**config.mk**
```make
export PLATFORM = sky130hd
export DESIGN_NAME = data_mem_responder
export DESIGN_NICKNAME = d
export VERILOG_FILES = /design/src/rtl/data_mem_responder.sv
export SDC_FILE = /design/constraint.sdc
export NUM_CORES = 1
export LEC_CHECK = 0
export ABC_AREA = 0
export BUFFER_PORTS_ARGS = -buffer_cell sky130_fd_sc_hd__buf_2
export CORE_ASPECT_RATIO = 2
export CORE_MARGIN = 1
export CORE_UTILIZATION = 43
export DETAILED_ROUTE_END_ITERATION = 7
export PLACE_DENSITY = 0.76
export SLEW_MARGIN = 20
export SYNTH_ARGS = -nofsm -noshare
export SYNTH_HDL_FRONTEND = slang
export SYNTH_SLANG_ARGS = --single-unit
```
**constraint.sdc**
```tcl
create_clock -name clk -period 2 [get_ports clk]
set_input_delay 0.1 -clock clk [delete_from_list [all_inputs] [get_ports clk]]
set_output_delay 0.1 -clock clk [all_outputs]
set_load 0.03 [all_outputs]
```
**src/rtl/data_mem_responder.sv**
```systemverilog
// Word-addressed data-memory responder: fronts a synchronous RAM, an LED register
// and a read-only ID word behind a single request/ack handshake.
module data_mem_responder #(
    parameter int unsigned RAM_AW = 8,
    parameter logic [31:0] LED_ID = 32'h41524D33
) (
    input  logic              clk,
    input  logic              rst_n,
    input  logic              req,
    input  logic              wr_en,
    input  logic [31:0]       addr,
    input  logic [31:0]       wdata,
    output logic [31:0]       rdata,
    output logic              ack,
    output logic              err,
    output logic              busy,
    output logic [RAM_AW-1:0] ram_addr,
    output logic              ram_wren,
    output logic [31:0]       ram_din,
    input  logic [31:0]       ram_dout,
    output logic [9:0]        led_out
);

    localparam logic [31:0] RAM_WORDS = 32'(1) << RAM_AW;
    localparam logic [31:0] LED_ADDR  = 32'd256;
    localparam logic [31:0] ID_ADDR   = 32'd257;

    typedef enum logic [1:0] {IDLE, ACCESS, WAIT, RESP} state_t;
    typedef enum logic [1:0] {TGT_RAM, TGT_LED, TGT_ID, TGT_NONE} target_t;

    function automatic target_t decode(input logic [31:0] a);
        if (a < RAM_WORDS)     return TGT_RAM;
        else if (a == LED_ADDR) return TGT_LED;
        else if (a == ID_ADDR)  return TGT_ID;
        else                    return TGT_NONE;
    endfunction

    // The ID word is read-only, so a store to it is flagged like an unmapped access.
    function automatic logic access_err(input target_t t, input logic wr);
        return (t == TGT_NONE) || (wr && (t == TGT_ID));
    endfunction

    state_t      state, state_next;
    logic [31:0] addr_p0;
    logic [31:0] wdata_p0;
    logic        wr_p0;
    target_t     tgt_p0;

    assign tgt_p0 = decode(addr_p0);

    always_ff @(posedge clk or negedge rst_n) begin
        if (!rst_n) state <= IDLE;
        else        state <= state_next;
    end

    // Stage p0: request captured on the accepting edge, held for the whole access.
    always_ff @(posedge clk or negedge rst_n) begin
        if (!rst_n) begin
            addr_p0  <= '0;
            wdata_p0 <= '0;
            wr_p0    <= 1'b0;
        end else if (state == IDLE && req) begin
            addr_p0  <= addr;
            wdata_p0 <= wdata;
            wr_p0    <= wr_en;
        end
    end

    always_comb begin
        state_next = state;
        busy       = 1'b1;
        ack        = 1'b0;
        err        = 1'b0;
        ram_wren   = 1'b0;
        ram_addr   = addr_p0[RAM_AW-1:0];
        ram_din    = wdata_p0;
        case (state)
            IDLE: begin
                busy = 1'b0;
                if (req) state_next = ACCESS;
            end
            ACCESS: begin
                ram_wren   = wr_p0 && (tgt_p0 == TGT_RAM);
                state_next = wr_p0 ? RESP : WAIT;
            end
            WAIT: state_next = RESP;
            RESP: begin
                ack        = 1'b1;
                err        = access_err(tgt_p0, wr_p0);
                state_next = IDLE;
            end
            default: state_next = IDLE;
        endcase
    end

    // Stage p1: load data captured in WAIT, when the RAM output is valid.
    always_ff @(posedge clk or negedge rst_n) begin
        if (!rst_n) begin
            rdata <= '0;
        end else if (state == WAIT) begin
            case (tgt_p0)
                TGT_RAM: rdata <= ram_dout;
                TGT_LED: rdata <= {22'd0, led_out};
                TGT_ID:  rdata <= LED_ID;
                default: rdata <= '0;
            endcase
        end
    end

    always_ff @(posedge clk or negedge rst_n) begin
        if (!rst_n) begin
            led_out <= '0;
        end else if (state == ACCESS && wr_p0 && tgt_p0 == TGT_LED) begin
            led_out <= wdata_p0[9:0];
        end
    end

endmodule

```
# [Word-level counts from Yosys, hierarchy flattened]
# Index checks and enable logic that the tools add are counted.
[word_totals] register_bits=109 inputBits=100 output_inout_bits=86 word_cells=35
[classes] magnitude_cmp=1 eq_ne=9 muxes=11 n_reduce_logical=8
[op_table] cell="$pmux 32 s3" count=1
[op_table] cell="$eq 32x9->1 const B" count=2
[op_table] cell="$lt 32x9->1 const B" count=1
[op_table] cell="$eq 2x2->1 const B" count=4
[op_table] cell="$pmux 2 s4" count=1
[op_table] cell="$mux 1" count=6
[op_table] cell="$mux 2" count=3
[op_table] cell="$logic_and 1x1->1" count=5
[op_table] cell="$eq 2x1->1 const B" count=2
[op_table] cell="$logic_not 2->1" count=2
[op_table] cell="$ne 2x2->1 const B" count=1
[op_table] cell="$logic_or 1x1->1" count=1

# [Logic depth before layout (Yosys ltp)]
[logic_depth] ltp_word=8 ltp_mapped=6 ltp_nobuf=6

# [Worst setup path before layout]
# Ideal clock, no wire load.
[synth_path] path_kind="reg2out" start="register addr_p0[27]" end="output ram_wren" t_arrival_ns=1.811 slack_ns=0.089 stages_incl_launch_ff=5 n_path_buf=0 cell_sequence="dfrtp_1 -> nor4_1 -> and4_1 -> nand2_1 -> nor3_1"
[synth_between] elab_chain_cells=7
[synth_rtl] element="start: declaration" line_no="44" text="logic [31:0] addr_p0;"
[synth_rtl] element="start signal: assignment" line_no="63" text="addr_p0 <= addr;"
[synth_rtl] element="branches (longest 3 deep; another with $lt 32x9->1)"
[synth_rtl] element="$mux 2 (*)" line_no="32" text="if (a < RAM_WORDS) return TGT_RAM;"
[synth_rtl] element="$logic_not 2->1 (*)" line_no="83" text="ram_wren = wr_p0 && (tgt_p0 == TGT_RAM);"
[synth_rtl] element="$logic_and 1x1->1 (*)" line_no="83"
[synth_rtl] element="$mux 1 (*)" line_no="77" text="case (state)"
[synth_rtl] element="end: declaration" line_no="18" text="output logic ram_wren,"
# Mark *: on every way between the ends.

# [Worst setup path in the final report]
[layout_path] start="register addr_p0[6]" end="register led_out[6]"
[layout_between] elab_chain_cells=6
[layout_rtl] element="branches (longest 3 deep; another with $lt 32x9->1)"
[layout_rtl] element="$mux 2 (*)" line_no="32"
[layout_rtl] element="$eq 2x1->1 (*)" line_no="113" text="end else if (state == ACCESS && wr_p0 && tgt_p0 == TGT_LED) begin"
[layout_rtl] element="$logic_and 1x1->1 (*)" line_no="113"
[layout_rtl] element="end signal: assignment" line_no="114" text="led_out <= wdata_p0[9:0];"
[layout_rtl] element="end: declaration" line_no="21" text="output logic [9:0] led_out"
# Marked as above.
# A chain may end at the register's enable or synchronous reset.

==> flow_summary.yaml <==
critical_path:
  path_cells: "or4_4 > nor3_2 > nor4b_4 > buf_12 > mux2_2"
  required_ns: 2.23
  cp_top_family: "simple AND/OR/NAND/NOR gates"
  end_kind: "flop"
  reg2reg_slack_ns: -0.12
  arrival_ns: 2.35
  path_buf_inv: 1
  max_stage_delay_ns: 0.55
  crit_fanout: 10
  worstSetupPathType: "flop to flop"
  crit_slowest_cell: "or4_4"
  cp-start-kind: "flop"
timing:
  relSlewSlack_pct: 57.77
  worst_slack_ns: -0.1210
  hold_viol: 0
  fin_crit_ns: 2.121
  finalCritPeriodShare_pct: 106.0
  drv_slew: 0
  skew_ns: 0.01150
  worstMarginPinSlew_ns: 0.6334
  fmax_mhz: 471.5
  rsz0062_at_grt: "yes"
  setup_viol: 11
synth:
  syn_area_um2: 4477
  ys_seq_elements: 109
  post-synth-top-count-cell: "dfrtp_1"
  yosys_warnings: 0
  synth.distinct_cells: 34
  synth_cells: 314
  synth_fp_nets: 419
  yosysTopAreaCell: "dfrtp_1"
  synth_edf_count: 0
  ys_async_sr_fraction_pct: 100.0
  yosysSeqAreaShare_pct: 60.93
  ys_top_cells_by_count: "dfrtp_1 (109), mux2_2 (75), a22o_1 (14), nand2_1 (14), clkbuf_1 (12)"
  synthTopCellsByArea: "dfrtp_1 (61%), mux2_2 (19%), a22o_1 (2.7%), ha_1 (1.4%), buf_4 (1.3%)"
  ys.flop_type: "dfrtp_1"
  avgSynthCellArea_um2: 14.26
  yosys.area.top_type_share_pct: 60.93
cts:
  cts_buffer_depth: 2
  cts.sinks: 109
  htree_levels: 3
  clk_latency_ns: 0.35
  cts_buffers: 9
  ctsRootBufferMaster: "clkbuf_16"
  cts_tree: "built"
  clkTransAtPathRegs_ns: 0.07
hold_path:
  hold_class: "primary input to flop"
routing:
  route.met2.wl_um: 6991
  wl_met3_um: 435
  drc_errors: 0
  drtIter0Drc: 120
  ant_nets: 0
  vias: 3667
  dr.pass1.iters: 4
  drt_wl_total_um: 12150
  top_layer: "met4"
  vias_per_cell: 5.003
  avgRoutedWirePerCell_um: 16.58
  met1_length_um: 4231
global_route:
  grt_pass1_wl_um: 19150
  grt.overflow.total: 0
  grt_pass1_vias: 3972
  grt_max_degree: 50
  antenna_found_initial: 1
  grt_usage_pct: 23.31
die:
  io_pins: 186
  floorplan.die.height_um: 146.3
  start_util_pct: 44.11
  die_w_um: 74.15
  core_um2: 10150
  die_area_um2: 10850
  rows: 52
status:
  status: "finished with violations"
  violations: "setup timing"
layout:
  drive_gt1_share_pct: 53.27
  stdcell_area_um2: 6885
  fin_nets: 697
  area_growth_pct: 53.80
place:
  post-dp-hpwl_um: 8118
  finalWeightedCongestion: 0.8082
  port_buffers: 185
  post_dp_cell_area_um2: 5632
power:
  ir_worst_vdd_mv: 1.040
  finalPower_mw: 9.062
  p_leak_nw: 3.415
  power_density_nw_per_um2: 1316
run:
  maxCapViolations: 0
## worst reg2reg max path, stage by stage (launching register included)
cell and delay [ns]:
dfrtp_1 0.39, or4_4 0.55, nor3_2 0.26, nor4b_4 0.31
buf_12 0.17, mux2_2 0.34
## path summary, 6_finish.rpt
path	start	to	cells after the start
setup / recovery	addr_p0[6]	led_out[6]	5
hold / removal	addr[23]	addr_p0[23]	2
setup reg to reg	addr_p0[6]	led_out[6]	5
hold reg to reg	rdata[17]	rdata[17]	2
max in group asynchronous	rst_n	rdata[1]	3
min in group asynchronous	rst_n	addr_p0[4]	2
## layout by cell type (no fill, tap or decap), types with 2 or more instances in the layout
| master | n |
|---|---|
| buf_2 | 182 |
| dfrtp_1 | 109 |
| dlygate4sd3_1 | 82 |
| mux2_2 | 75 |
| buf_4 | 21 |
| a22o_1 | 14 |
| nand2_1 | 12 |
| a21oi_1 | 9 |
| clkbuf_16 | 9 |
| o31ai_1 | 8 |
| inv_1 | 5 |
| nor4_4 | 5 |
| nor2b_1 | 5 |
| a221o_1 | 5 |
| a21o_1 | 5 |
| o22ai_1 | 5 |
| o2bb2ai_1 | 5 |
| ha_1 | 5 |
| o21ai_0 | 4 |
| buf_12 | 4 |
| nor3_1 | 2 |
| nand2_2 | 2 |
| nor3_2 | 2 |
| clkbuf_8 | 2 |
| inv_8 | 2 |
| inv_6 | 2 |
| buf_6 | 2 |
## per-layer routing
metal,vias to the layer above,global-route usage (%)
li1,1696,-
met5,-,0
met1,1812,24.53
met3,40,3.796
met2,119,42.27
met4,0,12.31
## repair_timing
action | 4_1_cts | 5_1_grt
setup endpoints to repair | 12 | 31
setup buffers | 2 | 3
endpoints found under the hold margin | 128 | 0
gates resized for setup | 8 | 9
pin swaps | 2 | 2
hold buffers | 82 | 0
## state kept, by name (all words and copies together) (netlist names)
register,flops
addr_p0,32
led_out,10
ram_din,32
rdata,32
state,2
wr_p0,1
## power breakdown
group | switching (mW) | total, mW | internal (mW)
registers | 0.564 | 3.52 | 2.95
logic | 2.16 | 3.77 | 1.60
clock network | 0.834 | 1.78 | 0.943
## cell type report
type	instances	area (um2)
Timing Repair Buffer	291	1992
Multi-Input combinational cell	175	1670
Antenna cell	1	2.502
Inverter	6	22.52
Clock buffer	11	252.7
Tap cell	135	168.9
Sequential cell	109	2728
Fill cell	756	3264
Clock inverter	5	48.80
## logic make-up after synthesis
| kind of cell | count (synthesis) | synth area share [%] |
|---|---|---|
| AO/OA/AOI/OAI | 57 | 9.503 |
| adder cells (fa/ha/maj) | 5 | 1.397 |
| buffers and inverters | 30 | 3.577 |
| flip-flops | 109 | 60.93 |
| multiplexers | 75 | 18.87 |
| AND/OR/NAND/NOR | 38 | 5.730 |
## stage by stage
step | setup WS, ns | hold slack (ns) | TNS (ns) | cells | utilization [%]
final | -0.1210 | 0.01204 | -1.177 | 733 | 67.84
after floorplan | 0.08862 | -0.1956 | 0 | 314 | -
after global placement | -0.06028 | 0.1508 | -0.5948 | 629 | 55.49
after detailed placement | -0.09160 | 0.1612 | -0.8054 | 629 | 55.49
after global routing | -0.1729 | 0.005516 | -1.779 | 733 | 67.84
after CTS | -0.09186 | 0.0001501 | -0.8763 | 729 | 67.00
Note: power is estimated with default switching activity, not from simulation.
